### src/rtl/subservient_sram_sched.sv
// Shares one two-port byte-wide SRAM between the SERV register file and a 32-bit
// Wishbone slave; the RF always wins, Wishbone beats fill the idle port cycles.
module subservient_sram_sched #(
  parameter int memsize = 512,
  parameter int aw      = $clog2(memsize)
) (
  input  logic          i_clk,
  input  logic          i_rst_n,
  input  logic [aw-1:0] i_rf_waddr,
  input  logic [7:0]    i_rf_wdata,
  input  logic          i_rf_wen,
  input  logic [aw-1:0] i_rf_raddr,
  input  logic          i_rf_ren,
  output logic [7:0]    o_rf_rdata,
  input  logic [aw-3:0] i_wb_adr,
  input  logic [31:0]   i_wb_dat,
  input  logic [3:0]    i_wb_sel,
  input  logic          i_wb_we,
  input  logic          i_wb_stb,
  output logic [31:0]   o_wb_rdt,
  output logic          o_wb_ack,
  output logic [aw-1:0] o_sram_waddr,
  output logic [7:0]    o_sram_wdata,
  output logic          o_sram_wen,
  output logic [aw-1:0] o_sram_raddr,
  input  logic [7:0]    i_sram_rdata,
  output logic          o_sram_ren
);

  typedef enum logic [1:0] {
    ST_IDLE = 2'd0,
    ST_WR   = 2'd1,
    ST_RD   = 2'd2,
    ST_ACK  = 2'd3
  } state_t;

  state_t        state_q, state_d;
  logic [1:0]    beat_q, beat_d;
  logic          rdone_q, rdone_d;
  logic          pend_q, pend_d;
  logic [1:0]    pidx_q, pidx_d;
  logic [31:0]   rdt_q, rdt_d;
  logic          ack_q, ack_d;
  logic          wb_wbeat, wb_rbeat;
  logic [2:0]    sel_from;
  logic [2:0]    sel_hit;
  logic [aw-1:0] beat_addr;

  // Lowest selected byte lane at or above 'from'; bit 2 flags that one exists.
  function automatic logic [2:0] find_sel(input logic [3:0] sel, input logic [2:0] from);
    logic [2:0] hit;
    hit = 3'b000;
    for (int k = 3; k >= 0; k--) begin
      hit = (sel[k] && (k >= int'(from))) ? {1'b1, 2'(k)} : hit;
    end
    return hit;
  endfunction

  assign sel_from  = (state_q == ST_WR) ? ({1'b0, beat_q} + 3'd1) : 3'd0;
  assign sel_hit   = find_sel(i_wb_sel, sel_from);
  assign beat_addr = {i_wb_adr, beat_q};

  always_ff @(posedge i_clk or negedge i_rst_n) begin
    if (!i_rst_n) begin
      state_q <= ST_IDLE;
      beat_q  <= 2'd0;
      rdone_q <= 1'b0;
      pend_q  <= 1'b0;
      pidx_q  <= 2'd0;
      rdt_q   <= 32'h0000_0000;
      ack_q   <= 1'b0;
    end else begin
      state_q <= state_d;
      beat_q  <= beat_d;
      rdone_q <= rdone_d;
      pend_q  <= pend_d;
      pidx_q  <= pidx_d;
      rdt_q   <= rdt_d;
      ack_q   <= ack_d;
    end
  end

  always_comb begin
    state_d = state_q;
    beat_d  = beat_q;
    rdone_d = rdone_q;
    pend_d  = 1'b0;
    pidx_d  = pidx_q;
    rdt_d   = rdt_q;
    case (state_q)
      ST_IDLE: begin
        if (i_wb_stb && i_wb_we) begin
          state_d = sel_hit[2] ? ST_WR : ST_ACK;
          beat_d  = sel_hit[1:0];
        end else if (i_wb_stb) begin
          state_d = ST_RD;
          beat_d  = 2'd0;
          rdone_d = 1'b0;
        end else begin
          state_d = ST_IDLE;
        end
      end
      ST_WR: begin
        if (!i_wb_stb) begin
          state_d = ST_IDLE;
        end else if (wb_wbeat && sel_hit[2]) begin
          beat_d = sel_hit[1:0];
        end else if (wb_wbeat) begin
          state_d = ST_ACK;
        end else begin
          state_d = ST_WR;
        end
      end
      ST_RD: begin
        if (!i_wb_stb) begin
          state_d = ST_IDLE;
        end else begin
          pend_d = wb_rbeat;
          if (wb_rbeat) begin
            pidx_d  = beat_q;
            rdone_d = (beat_q == 2'd3);
            beat_d  = (beat_q == 2'd3) ? beat_q : beat_q + 2'd1;
          end else begin
            pidx_d = pidx_q;
          end
          // Read data always belongs to the beat issued last cycle, even if the RF reads now.
          if (pend_q) begin
            rdt_d[{pidx_q, 3'b000} +: 8] = i_sram_rdata;
            state_d = (pidx_q == 2'd3) ? ST_ACK : ST_RD;
          end else begin
            state_d = ST_RD;
          end
        end
      end
      ST_ACK:  state_d = ST_IDLE;
      default: state_d = ST_IDLE;
    endcase
    ack_d = (state_d == ST_ACK);
  end

  always_comb begin
    wb_wbeat     = (state_q == ST_WR) && i_wb_stb && !i_rf_wen;
    wb_rbeat     = (state_q == ST_RD) && i_wb_stb && !rdone_q && !i_rf_ren;
    o_sram_wen   = i_rf_wen | wb_wbeat;
    o_sram_waddr = wb_wbeat ? beat_addr : i_rf_waddr;
    o_sram_wdata = wb_wbeat ? i_wb_dat[{beat_q, 3'b000} +: 8] : i_rf_wdata;
    o_sram_ren   = i_rf_ren | wb_rbeat;
    o_sram_raddr = wb_rbeat ? beat_addr : i_rf_raddr;
  end

  assign o_rf_rdata = i_sram_rdata;
  assign o_wb_rdt   = rdt_q;
  assign o_wb_ack   = ack_q;

endmodule
### config.mk
export PLATFORM = sky130hd
export DESIGN_NAME = subservient_sram_sched
export DESIGN_NICKNAME = d
export VERILOG_FILES = /design/src/rtl/subservient_sram_sched.sv
export SDC_FILE = /design/constraint.sdc
export NUM_CORES = 1
export LEC_CHECK = 0
export CAP_MARGIN = 20
export CORE_MARGIN = 4
export CORE_UTILIZATION = 41
export DETAILED_ROUTE_END_ITERATION = 10
export GPL_TIMING_DRIVEN = 0
export HOLD_SLACK_MARGIN = 0.02
export PLACE_DENSITY = 0.88
export SLEW_MARGIN = 20
export SYNTH_ARGS = -nofsm -noshare
export SYNTH_HDL_FRONTEND = slang
export SYNTH_SLANG_ARGS = --single-unit
### constraint.sdc
create_clock -name i_clk -period 2.8 [get_ports i_clk]
set_input_delay 0.42 -clock i_clk [delete_from_list [all_inputs] [get_ports i_clk]]
set_output_delay 0.42 -clock i_clk [all_outputs]
set_load 0.05 [all_outputs]
==> flow_summary_export.csv <==
group,metric,value,unit
status,status,"complete, no violations",
synth,synth_top_area_cell,"dfrtp_1",
setup_path,cp_slowest_stage_delay,440,ps
global_routing,use_met1,27.5,%
synth,synth.top_cells.by_count,"nand2_1, dfrtp_1, o21ai_0",
routing,ant_nets,0,
floorplan,rows,28,
setup_path,startpoint_type,"flip-flop",
power,p_seq_share,33.5,%
clocking,clk_latency,290,ps
synth,yosys-mux-area-fraction,7.76,%
clocking,clock_path_buffers,2,
cells_and_area,num-fill-cells,465,
min_path,min_path_type,"primary input to async pin",
sta,finalSetupTns,0,ps
synth,synth-seq-area-share,39.3,%
synth,synth_edf_count,0,
global_routing,grt.total_usage,23.3,%
sta,post-route-period-util,95.5,%
global_routing,grt_util_met3,7.34,%
sta,tightest_slew,860,ps
global_routing,antenna_found_initial,0,
power,cellLeakagePower,1.96,nW
setup_path,arrival,2250,ps
cells_and_area,multi_input_area,1450,µm²
place,post-dp-hpwl,7360,µm
power,powerDensity,437,nW/µm²
setup_path,crit_buf_inv,5,
cells_and_area,nNetsFinal,590,
global_routing,grt_start_max_net_pins,26,
synth,synth_top_area_share,39.3,%
place,gp_routability_congestion,0.915,
sta,final-setup-viol-count,0,
synth,yosysWarnings,0,
global_routing,first_global_vias,2995,
floorplan,core_area,6060,µm²
power,power.internal,1.24,mW
routing,dr.pass1.iters,5,
clocking,cts_sinks,41,
power,pwr-share-clk,25.6,%
synth,ys_seq_elements,41,
floorplan,die_w,87.8,µm
clocking,clk_pin_slew,80,ps
setup_path,required,2380,ps
synth,synth_top_family_by_area,"simple AND/OR/NAND/NOR gates",
routing,avgRoutedWirePerCell,15.7,µm
sta,fin_skew,7.48,ps
clocking,htree_levels,2,
synth,synth-xor-area-share,0,%
place,port_buffers,151,
synth,ys_async_sr_fraction,100,%
global_routing,grt_pass1_wl,14200,µm
power,power.switching,0.682,mW
sta,maxSlewHeadroom,42.5,%
global_routing,grt-ovfl-total,0,
floorplan,io_pins,152,
setup_path,critical-path-top-delay-family,"buffers and inverters",
routing,vias,2957,
synth,synth_compound_area_share,13.5,%
synth,postSynthCellCount,333,
power,swShare,35.4,%
floorplan,die_h,87.8,µm
synth,syn_nets,427,
cells_and_area,antennaDiodeCount,0,
floorplan,die-area,7710,µm²
clocking,numCtsBuffers,5,
sta,hold_viol,0,
sta,timing.fmax,374,MHz
routing,viasPerCell,5.17,
synth,synthTopCellsByArea,"dfrtp_1, nand2_1, o21ai_0",
power,pwr-share-comb,40.9,%
setup_path,cp_max_fo,10,
clocking,root_buffer,"clkbuf_8",
cells_and_area,synthToLayoutAreaGrowth,68.5,%
setup_path,cpMostUsedCell,"nand2_1",
global_routing,gr-max-usage-layer,"met2",
sta,drv_slew,0,
routing,drtIter0Drc,111,
synth,syn_area,2610,µm²
routing,wl,8970,µm
setup_path,slowest_stage,"or3_4",
power,peakVddDrop,315,µV
cells_and_area,fin_util,72.6,%
synth,yosys.area_share.adder,5.27,%
floorplan,initial_core_util,43.1,%
synth,synth_ff_type,"dfrtp_1",
synth,synthSimpleGateAreaFrac,28.4,%
cells_and_area,drive_gt1_share,14.5,%
synth,avgSynthCellArea,7.85,µm²
cells_and_area,regArea,1030,µm²
clocking,cts_tree,"yes",
setup_path,path_class,"flip-flop to primary output",
setup_path,end_kind,"primary output",
routing,drc,0,
synth,synth_most_common_cell,"nand2_1",
global_routing,use_met2,40.3,%
job,max-cap-violations,0,
synth,synthDistinctLibCells,39,
setup_path,cp_cell_sequence,"inv_1 > ha_1 > clkbuf_4 > nand2_1 > or3_4 > inv_2 > buf_4 > nand2_1 > nand2_1 > buf_4",
sta,period_minus_slack,2670,ps
what timing repair did:
action	CTS	global route
cloned	0	0
setup buffers	3	2
gates resized for setup	135	19
hold buffers	0	0
pin swaps	1	1
setup endpoints to repair	26	28
cell usage in the layout, fill, tap and decap left out, types with 3 or more instances in the layout:
cell	instances
clkbuf_8	6
nor3b_1	4
mux4_2	8
ha_1	11
buf_2	5
clkdlybuf4s50_1	124
nor2_1	3
dfrtp_1	41
buf_6	6
nand2_1	159
a21oi_1	4
clkbuf_1	5
clkdlybuf4s15_2	7
inv_1	6
o21ai_0	39
buf_4	28
layout make-up:
| class | instances | area share [%] |
|---|---|---|
| sequential | 41 | 23.3 |
| inverter | 7 | 0.597 |
| clock inverter | 2 | 0.853 |
| buffer | 22 | 3.15 |
| timing repair buffer | 157 | 35.2 |
| multi-input combinational | 262 | 32.9 |
| clock buffer | 6 | 1.88 |
| tap | 75 | 2.13 |
per-stage QoR:
stage               cell area (µm²)  setup WS [ps]  power, mW  instances  hold WS, ps
floorplan                      2610            422       1.13        333          124
global placement               4220           -777       1.41        559          461
detailed placement             4240           -851       1.44        560          385
CTS                            4370           25.4       1.93        570         71.6
global route                   4400          -3.94       2.03        572         97.0
finish                         4400            125       1.92        572         62.7
power by group through the flow:
stage	sequential (mW)	combinational [mW]	clock (mW)
final	0.645	0.787	0.494
after global routing	0.649	0.861	0.518
after CTS	0.645	0.780	0.499
after detailed placement	0.656	0.781	0
after global placement	0.654	0.761	0
after floorplan	0.678	0.454	0
worst reg2reg max path, delay by kind of cell, from the launching register on:
kind | cells | cell delay, ps
AND/OR/NAND/NOR | 2 | 620
flip-flops | 1 | 410
multiplexers | 1 | 340
AO/OA/AOI/OAI | 1 | 190
adder cells (fa/ha/maj) | 1 | 180
buffers and inverters | 2 | 260
final timing paths:
kind / endpoint / cells after the start / slack [ps] / from
setup / recovery: o_sram_raddr[5] / 10 / 130 / state_q[0]$_DFF_PN0_
hold / removal: o_wb_rdt[23]$_DFFE_PN0P_ / 1 / 60 / i_rst_n
setup reg to reg: beat_q[1]$_DFFE_PN0P_ / 7 / 700 / state_q[1]$_DFF_PN0_
hold reg to reg: o_wb_rdt[5]$_DFFE_PN0P_ / 2 / 480 / o_wb_rdt[5]$_DFFE_PN0P_
max in group asynchronous: o_wb_rdt[25]$_DFFE_PN0P_ / 2 / 2270 / i_rst_n
min in group i_clk: o_wb_rdt[5]$_DFFE_PN0P_ / 2 / 480 / o_wb_rdt[5]$_DFFE_PN0P_
logic make-up after synthesis:
group                    Yosys count
flip-flops                        41
multiplexers                      10
buffers and inverters             30
AND/OR/NAND/NOR                  182
adder cells (fa/ha/maj)           11
AO/OA/AOI/OAI                     59
per-layer routing:
layer | part of all wire, % | wire length (µm) | vias to the layer above
li1 | - | - | 1428
met1 | 38 | 3380 | 1355
met2 | 50 | 4450 | 152
met3 | 10 | 905 | 22
met4 | 2.7 | 238 | 0
met5 | 0 | 0 | -
registers in the layout (all words and copies together) (netlist names):
name,cells
o_wb_rdt,32
beat_q,2
pidx_q,2
state_q,2
o_wb_ack,1
pend_q,1
rdone_q,1
Power figures use the tool's default switching activity.
